`config.mk`:
```
export PLATFORM = sky130hd
export DESIGN_NAME = keccak_seq_ctrl
export DESIGN_NICKNAME = d
export VERILOG_FILES = /design/src/rtl/keccak_seq_ctrl.sv
export SDC_FILE = /design/constraint.sdc
export NUM_CORES = 1
export LEC_CHECK = 0
export ABC_CLOCK_PERIOD_IN_PS = 6400
export CORE_ASPECT_RATIO = 0.5
export CORE_MARGIN = 3
export CORE_UTILIZATION = 45
export CTS_BUF_LIST = sky130_fd_sc_hd__clkbuf_16
export DETAILED_ROUTE_END_ITERATION = 7
export PLACE_DENSITY = 0.8
export SETUP_SLACK_MARGIN = 0.05
export SKIP_CTS_REPAIR_TIMING = 1
export SYNTH_ARGS = -nofsm -noshare
export SYNTH_HDL_FRONTEND = slang
export SYNTH_SLANG_ARGS = --single-unit
```
`constraint.sdc`:
```
create_clock -name i_clk -period 6.4 [get_ports i_clk]
set_clock_uncertainty 0.05 [all_clocks]
set_input_delay 1.28 -clock i_clk [delete_from_list [all_inputs] [get_ports i_clk]]
set_output_delay 1.28 -clock i_clk [all_outputs]
set_load 0.005 [all_outputs]
```
`src/rtl/keccak_seq_ctrl.sv`:
```
// keccak_seq_ctrl
// Streams a message from the dual-port RAM into the Keccak core and writes the
// squeezed digest back. Ports A/B form one 64-bit lane: A = low half, B = high.
// Ports:
//   i_clk, i_rst_n                 clock, synchronous active-low reset
//   i_start, i_msg_base/len,
//   i_out_base/len                 job request (config latched on accepted start)
//   o_busy, o_done, o_error        status (done/error are 1-cycle pulses)
//   o_mem_* / i_mem_rdata_*        RAM ports A and B
//   o_k_* / i_k_*                  Keccak core handshake
module keccak_seq_ctrl #(
    parameter int ADDR_WIDTH    = 32,
    parameter int DATA_WIDTH    = 32,
    parameter int OUT_MAX_WORDS = 17
) (
    input  logic                    i_clk,
    input  logic                    i_rst_n,
    input  logic                    i_start,
    input  logic [ADDR_WIDTH-1:0]   i_msg_base,
    input  logic [15:0]             i_msg_len,
    input  logic [ADDR_WIDTH-1:0]   i_out_base,
    input  logic [4:0]              i_out_len,
    output logic                    o_busy,
    output logic                    o_done,
    output logic                    o_error,
    output logic                    o_mem_en_a,
    output logic                    o_mem_we_a,
    output logic                    o_mem_en_b,
    output logic                    o_mem_we_b,
    output logic [ADDR_WIDTH-1:0]   o_mem_addr_a,
    output logic [ADDR_WIDTH-1:0]   o_mem_addr_b,
    output logic [DATA_WIDTH-1:0]   o_mem_wdata_a,
    output logic [DATA_WIDTH-1:0]   o_mem_wdata_b,
    output logic [3:0]              o_mem_be_a,
    output logic [3:0]              o_mem_be_b,
    input  logic [DATA_WIDTH-1:0]   i_mem_rdata_a,
    input  logic [DATA_WIDTH-1:0]   i_mem_rdata_b,
    output logic                    o_k_start,
    output logic [2*DATA_WIDTH-1:0] o_k_din,
    output logic                    o_k_din_valid,
    input  logic                    i_k_buffer_full,
    output logic                    o_k_last_block,
    input  logic                    i_k_ready,
    input  logic [2*DATA_WIDTH-1:0] i_k_dout,
    input  logic                    i_k_dout_valid
);

    typedef enum logic [3:0] {
        S_IDLE, S_START, S_FETCH, S_LOAD, S_PUSH, S_LAST, S_WAIT_RDY, S_SQUEEZE, S_DONE
    } state_t;

    localparam logic [5:0] LP_OUT_MAX = 6'(OUT_MAX_WORDS);

    state_t                  r_state, w_next;
    logic [ADDR_WIDTH-1:0]   r_msg_base, r_out_base;
    logic [15:0]             r_msg_len, r_idx;
    logic [4:0]              r_out_len, r_jdx;
    logic [2*DATA_WIDTH-1:0] r_din;
    logic                    r_error;

    logic                    w_cfg_bad, w_go, w_accept, w_more, w_wr, w_jdx_last;
    logic [ADDR_WIDTH-1:0]   w_rd_addr, w_wr_addr;

    assign w_cfg_bad  = (i_msg_len == 16'd0) || (i_out_len == 5'd0) ||
                        ({1'b0, i_out_len} > LP_OUT_MAX);
    assign w_go       = (r_state == S_IDLE) && i_start && !w_cfg_bad;
    assign w_accept   = (r_state == S_PUSH) && !i_k_buffer_full;
    // 17-bit compare so idx+1 cannot wrap when msg_len is 0xFFFF
    assign w_more     = ({1'b0, r_idx} + 17'd1) < {1'b0, r_msg_len};
    assign w_wr       = (r_state == S_SQUEEZE) && i_k_dout_valid;
    assign w_jdx_last = (r_jdx + 5'd1) == r_out_len;
    // Word addresses wrap silently modulo 2^ADDR_WIDTH
    assign w_rd_addr  = r_msg_base + ADDR_WIDTH'({r_idx, 1'b0});
    assign w_wr_addr  = r_out_base + ADDR_WIDTH'({r_jdx, 1'b0});

    // State register
    always_ff @(posedge i_clk) begin
        if (!i_rst_n) r_state <= S_IDLE;
        else          r_state <= w_next;
    end

    // Next-state logic
    always_comb begin
        w_next = r_state;
        case (r_state)
            S_IDLE:     if (w_go) w_next = S_START;
            S_START:    w_next = S_FETCH;
            S_FETCH:    w_next = S_LOAD;
            S_LOAD:     w_next = S_PUSH;
            S_PUSH:     if (w_accept) w_next = w_more ? S_FETCH : S_LAST;
            S_LAST:     w_next = S_WAIT_RDY;
            S_WAIT_RDY: if (i_k_ready) w_next = S_SQUEEZE;
            S_SQUEEZE:  if (w_wr && w_jdx_last) w_next = S_DONE;
            S_DONE:     w_next = S_IDLE;
            default:    w_next = S_IDLE;
        endcase
    end

    // Outputs: everything not owned by the current state is held at 0
    always_comb begin
        o_busy         = 1'b0;
        o_done         = 1'b0;
        o_mem_en_a     = 1'b0;
        o_mem_we_a     = 1'b0;
        o_mem_en_b     = 1'b0;
        o_mem_we_b     = 1'b0;
        o_mem_addr_a   = '0;
        o_mem_addr_b   = '0;
        o_mem_wdata_a  = '0;
        o_mem_wdata_b  = '0;
        o_mem_be_a     = 4'h0;
        o_mem_be_b     = 4'h0;
        o_k_start      = 1'b0;
        o_k_din        = '0;
        o_k_din_valid  = 1'b0;
        o_k_last_block = 1'b0;
        case (r_state)
            S_START: begin
                o_busy    = 1'b1;
                o_k_start = 1'b1;
            end
            S_FETCH: begin
                o_busy       = 1'b1;
                o_mem_en_a   = 1'b1;
                o_mem_en_b   = 1'b1;
                o_mem_be_a   = 4'hF;
                o_mem_be_b   = 4'hF;
                o_mem_addr_a = w_rd_addr;
                o_mem_addr_b = w_rd_addr + ADDR_WIDTH'(1);
            end
            S_LOAD, S_WAIT_RDY: o_busy = 1'b1;
            S_PUSH: begin
                o_busy        = 1'b1;
                o_k_din_valid = 1'b1;
                o_k_din       = r_din;
            end
            S_LAST: begin
                o_busy         = 1'b1;
                o_k_last_block = 1'b1;
            end
            S_SQUEEZE: begin
                o_busy = 1'b1;
                // Zero-latency write: the digest word goes to RAM in the same cycle
                if (i_k_dout_valid) begin
                    o_mem_en_a    = 1'b1;
                    o_mem_we_a    = 1'b1;
                    o_mem_en_b    = 1'b1;
                    o_mem_we_b    = 1'b1;
                    o_mem_be_a    = 4'hF;
                    o_mem_be_b    = 4'hF;
                    o_mem_addr_a  = w_wr_addr;
                    o_mem_addr_b  = w_wr_addr + ADDR_WIDTH'(1);
                    o_mem_wdata_a = i_k_dout[DATA_WIDTH-1:0];
                    o_mem_wdata_b = i_k_dout[2*DATA_WIDTH-1:DATA_WIDTH];
                end
            end
            S_DONE: begin
                o_busy = 1'b1;
                o_done = 1'b1;
            end
            default: ;
        endcase
    end

    // Datapath: latched config, word counters, absorb buffer, error pulse
    always_ff @(posedge i_clk) begin
        if (!i_rst_n) begin
            r_msg_base <= '0;
            r_out_base <= '0;
            r_msg_len  <= '0;
            r_out_len  <= '0;
            r_idx      <= '0;
            r_jdx      <= '0;
            r_din      <= '0;
            r_error    <= 1'b0;
        end else begin
            // Registered so the pulse is glitch-free and zero out of reset
            r_error <= (r_state == S_IDLE) && i_start && w_cfg_bad;
            if (w_go) begin
                r_msg_base <= i_msg_base;
                r_out_base <= i_out_base;
                r_msg_len  <= i_msg_len;
                r_out_len  <= i_out_len;
                r_idx      <= '0;
                r_jdx      <= '0;
            end
            if (r_state == S_LOAD) r_din <= {i_mem_rdata_b, i_mem_rdata_a};
            if (w_accept)          r_idx <= r_idx + 16'd1;
            if (w_wr)              r_jdx <= r_jdx + 5'd1;
        end
    end

    assign o_error = r_error;

endmodule
```
### Yosys cells after proc, flatten, opt, wreduce, memory -nomap -nowiden

Cells that the tools add are included.

| storage, ports and cells | value |
|---|---|
| register bits | 175 |

| operators by class | value |
|---|---|
| $add $sub $neg | 7 |
| magnitude comparators | 2 |
| equal/unequal tests | 13 |
| multiplexer cells | 29 |
| reductions and logical operators | 17 |

Operators by type and width:

| kind | number |
|---|---|
| 2-to-1 mux 32 bit | 6 |
| case mux 32 bit (2 select lines) | 2 |
| adder 32 x 1 -> 32 bit, second input constant | 2 |
| 2-to-1 mux 64 bit | 1 |
| adder 32 x 17 -> 32 bit | 1 |
| adder 32 x 6 -> 32 bit | 1 |
| 2-to-1 mux 16 bit | 2 |
| case mux 4 bit (8 select lines) | 1 |
| 2-to-1 mux 4 bit | 5 |
| adder 16 x 1 -> 17 bit, second input constant | 1 |
| less-than comparator 17 x 16 -> 1 bit | 1 |
| adder 16 x 1 -> 16 bit, second input constant | 1 |
| equality test 4 x 3 -> 1 bit, second input constant | 4 |
| zero test 16 bit | 1 |
| 2-to-1 mux 5 bit | 2 |
| equality test 4 x 2 -> 1 bit, second input constant | 2 |
| case mux 4 bit (2 select lines) | 1 |
| OR reduction 8 bit | 1 |
| 2-to-1 mux 1 bit | 7 |
| logical AND 1 bit | 6 |
| != test 2 bit, second input constant | 3 |
| adder 5 x 1 -> 5 bit, second input constant | 1 |
| equality test 5 bit | 1 |
| > comparator 5 bit, second input constant | 1 |
| 11 further kinds | 14 |

### Logic depth before layout (Yosys ltp)

| depth | value |
|---|---|
| word-level depth | 7 |
| depth in mapped cells | 17 |

### Worst setup path after synthesis

OpenSTA, ideal clock, no wires.

| timing path | value |
|---|---|
| path type | flip-flop to output port |
| start point | register r_idx[0] |
| end point | output o_mem_addr_b[29] |
| arrival time | 3.253 ns |
| path slack | 1.817 ns |
| cell stages (with the launch flop) | 13 |
| path buffers | 0 |
| cell sequence | dfxtp_1 -> ha_1 -> fa_1 -> a21o_1 -> a2111oi_4 -> o31ai_1 -> xor2_1 -> nor3b_1 -> and3_1 -> nand4_2 -> nor4_1 -> xor2_1 -> o22ai_1 |

| on the way | value |
|---|---|
| word-level cells in the longest chain between the ends | 3 |

RTL lines:

| element | line | text |
|---|---|---|
| start: declaration | 56 | `logic [15:0] r_msg_len, r_idx;` |
| start signal: assignment | 188 | `if (w_accept) r_idx <= r_idx + 16'd1;` |
| adder 32 x 17 -> 32 bit | 73 | `assign w_rd_addr = r_msg_base + ADDR_WIDTH'({r_idx, 1'b0});` |
| adder 32 x 1 -> 32 bit | 129 | `o_mem_addr_b = w_rd_addr + ADDR_WIDTH'(1);` |
| case mux 32 bit (2 select lines) | 117 | `case (r_state)` |
| end: declaration | 31 | `output logic [ADDR_WIDTH-1:0] o_mem_addr_b,` |

Every way passes these cells.

### Worst setup path in the final report

| timing path | value |
|---|---|
| start point | register r_jdx[0] |
| end point | output o_mem_addr_b[26] |

| on the way | value |
|---|---|
| word-level cells in the longest chain between the ends | 4 |

RTL lines:

| element | line | text |
|---|---|---|
| start: declaration | 57 | `logic [4:0] r_out_len, r_jdx;` |
| start signal: assignment | 189 | `if (w_wr) r_jdx <= r_jdx + 5'd1;` |
| adder 32 x 6 -> 32 bit | 74 | `assign w_wr_addr = r_out_base + ADDR_WIDTH'({r_jdx, 1'b0});` |
| adder 32 x 1 -> 32 bit | 152 | `o_mem_addr_b = w_wr_addr + ADDR_WIDTH'(1);` |
| 2-to-1 mux 32 bit | 144 | `if (i_k_dout_valid) begin` |
| case mux 32 bit (2 select lines) | 117 |  |

Every way passes these cells.

==> metrics.log <==
[metrics] status: completed
[metrics] final critical path time including I/O delays and setup: 6000 ps
[metrics] portion of the clock cycle consumed by the worst path in the final layout: 93.8%
[metrics] final RePlAce weighted congestion: 0.965
[metrics] gate family responsible for the most delay along the worst path: simple AND/OR/NAND/NOR gates
[metrics] post-synthesis cell count: 1674
[metrics] Compound-Gate Fraction of Synth Area: 19.1%
[metrics] count of port buffers added during placement: 428
[metrics] PD cells: 191 mW/mm2
[metrics] fraction of synthesized cell area taken by the top area cell type: 29.4%
[metrics] commonest cells in the netlist: nand2_1, a21oi_1, dfxtp_1
[metrics] detailed router's first-iteration violation count: 933
[metrics] mean instance size in the synthesized netlist: 7.13 um2
[metrics] via count of the first global-routing pass: 12.1k
[metrics] vias per std cell: 5.53
[metrics] Antenna diodes: 0
[metrics] cell row count: 41
[metrics] switching power share of the total: 33.8%
[metrics] number of sinks driven by the clock tree: 175
[metrics] data required time at the worst endpoint: 5070 ps
[metrics] dominant cell by count in the synthesized netlist: nand2_1
[metrics] HPWL after detailed placement: 34500 um
[metrics] setup TNS after final layout: 0 ps
[metrics] element type at the critical path start: flip-flop
[metrics] met3 wirelength from detailed routing: 3380 um
[metrics] first-pass iteration count of the detailed router: 8
[metrics] switching power of the nets: 1.09 mW
[metrics] endpoint type of the worst setup path: output port
[metrics] Remaining Overflow, GRT: 0
[metrics] f_max: 0.167 GHz
[metrics] Max clock buf depth: 2
[metrics] number of enable flip-flop cells after synthesis: 0
[metrics] Crit path buffers/inverters: 1
[metrics] post-synthesis share of cell area spent on full adders, half adders and majority gates: 4.53%
[metrics] share of synthesized registers carrying an async set or reset: 0%
[metrics] H-Tree Depth: 4
[metrics] residual DRC count: 0
[metrics] leakage power figure: 6.13 nW
[metrics] sequential fraction of design power: 40.3%
[metrics] fraction of synthesized area in multiplexers: 0.262%
[metrics] WL/cell: 18.8 um
[metrics] DIE AREA: 0.0286 mm2
[metrics] path category of the worst min-delay check: flip-flop to flip-flop
[metrics] dominant combinational cell family by area after synthesis: simple AND/OR/NAND/NOR gates
[metrics] portion of total power attributed to the clock network: 32.6%
[metrics] Post-Synth Simple-Gate Area: 31.8%
[metrics] slowest CP cell: nor3_1
[metrics] Cell variety after synth: 77
[metrics] RSZ-0062 raised after global routing: true
[metrics] WL met1: 19100 um
[metrics] xor and xnor fraction of the mapped netlist area: 9.61%
[metrics] clock transition at the registers of the reported paths: 70 ps
[metrics] number of antenna violations at the first check in global routing: 1
[metrics] largest cells by area after synthesis: dfxtp_1, nand2_1, a21oi_1, xnor2_1, and3_1
[metrics] number of vias in the routed layout: 13.1k
[metrics] max-slew violation count: 0
[metrics] Max-cap violations: 0
[metrics] die extent in x: 236 um
[metrics] worst path arrival time: 4670 ps
[metrics] peak supply drop: 0.176 mV
[metrics] endpoints failing hold: 0
[metrics] layout cells sized above 1: 3.62%
[metrics] wire length on met2: 20900 um
[metrics] core region area: 0.0256 mm2
[metrics] WS Path Type: flip-flop to output port
[metrics] GRT Overall Usage: 29.6%
[metrics] setup violation total in the final timing report: 0
[metrics] post-placement setup slack: 892 ps
[metrics] initial core utilization: 46.5%
[metrics] top metal layer carrying routed signals: met5
[metrics] number of synthesized register bits: 175
[metrics] TritonCTS clock tree: built
[metrics] Logic pwr share: 27.1%
[metrics] Clock Tree Root: clkbuf_16
[metrics] Most used DFF post-synth: dfxtp_1
[metrics] number of nets with antenna violations after detailed routing: 0
[metrics] transition time at the pin with the least slew margin: 1200 ps
[metrics] Internal: 2.13 mW
[metrics] highest fanout seen on the critical path: 5
[metrics] Mapped Area: 0.0119 mm2
[metrics] TritonCTS buffer count: 17
[metrics] synthesis-to-layout area growth: 41.0%
[metrics] area leader, netlist: dfxtp_1
[metrics] portion of the post-synthesis area used by sequential elements: 29.4%
[metrics] Slew HR: 19.9%
[metrics] largest net degree at the start of global routing: 114
[metrics] biggest cell delay along the critical path: 570 ps
[metrics] Final Routed Wirelength: 44400 um
[metrics] syn nets: 1935
[metrics] final worst setup slack: 398 ps
[metrics] clock latency on the worst-skew pair: 440 ps
[metrics] wire length of the first global-routing pass: 67100 um
[metrics] cells traversed along the worst timing path: ha_1 > fa_1 > a211oi_2 > nor2_1 > nor4_1 > nand4b_1 > nor3_1 > nand4_1 > o21ai_1 > nand2_1 > xor2_1 > o22ai_1 > clkdlybuf4s50_1
[metrics] die boundary height: 121 um
[metrics] number of nets in the final layout: 2267
[metrics] I/O pins: 429
[metrics] Yosys warning count: 0
[per-layer routing]
| layer | up-vias | GRT usage, % |
|---|---|---|
| met4 | 2 | 8.71 |
| met2 | 410 | 49.1 |
| met1 | 6170 | 37.4 |
| li1 | 6440 | - |
| met3 | 57 | 8.92 |
| met5 | - | 0 |
[worst reg2reg max path, stage by stage, from the launching register on]
cell and delay [ps]:
dfxtp_1 440, ha_1 260, and3_1 260, and3_1 250, and3_1 250, and3_1 270
xor2_1 210, ha_1 280, a21oi_1 140, nor2b_1 50, o21ai_0 130, nand2b_1 110
o311a_1 350, o21a_1 170, o21a_1 180, nor3_1 260, a221oi_1 130
[per-stage QoR]
stage	hold slack, ps	std cells	utilization, %	instance area, um2	total power, mW
5_1_grt	418	2363	65.6	16800	3.39
3_3_place_gp	387	2331	63.3	16200	2.17
3_5_place_dp	392	2331	63.3	16200	2.18
4_1_cts	402	2363	65.6	16800	3.23
6_report	402	2363	65.6	16800	3.22
2_1_floorplan	382	1674	-	11900	1.84
[power groups by stage]
stage	clock network (mW)	registers (mW)	logic (mW)
2_1_floorplan	0	1.26	0.580
3_3_place_gp	0	1.32	0.852
3_5_place_dp	0	1.32	0.861
4_1_cts	1.07	1.30	0.867
5_1_grt	1.12	1.31	0.959
6_report	1.05	1.30	0.871
[cell type report]
type	count	area (um2)
clock buffer	17	425
clock inverter	15	150
fill	2325	8820
inverter	29	111
multi-input combinational	1342	7820
sequential	175	3500
tap	344	430
timing repair buffer	441	4380
[cells in the final DEF (no fill, tap or decap), types with 6 or more instances in the layout]
cell and n:
nor3b_1 6, a22o_1 6, o22ai_1 45, xnor2_1 70
xor2_1 61, and3_1 93, clkdlybuf4s50_1 428, nand2b_1 8
nand4_1 23, dfxtp_1 175, inv_1 29, nor4_1 16
o21a_1 7, a211oi_1 8, nand2_1 377, clkbuf_16 17
nor3_1 29, o21ai_0 41, nor2_1 83, nand3_1 45
nor2b_1 7, ha_1 40, and2_1 73, o21ai_1 6
buf_4 13, a21oi_1 194, a21o_1 7
[sequential cells by signal (all words and copies together) (netlist names)]
name,cells
r_jdx,5
r_din,64
r_state,4
r_out_len,5
r_msg_len,16
r_msg_base,32
r_out_base,32
r_idx,16
o_error,1
[cells by family after synthesis]
| group | Yosys count |
|---|---|
| buf+inv | 157 |
| fa+ha+maj | 42 |
| mux | 3 |
| simple gates | 791 |
| compound gates | 375 |
| xor+xnor | 131 |
| flops | 175 |
[final timing paths]
kind	startpoint	to	slack [ps]	cells after the start
setup / recovery	r_jdx[0]	o_mem_addr_b[26]	400	13
hold / removal	r_din[48]	r_din[48]	400	2
setup reg to reg	r_idx[1]	r_state[0]	2430	16
hold reg to reg	r_din[48]	r_din[48]	400	2
Power figures use the tool's default switching activity.
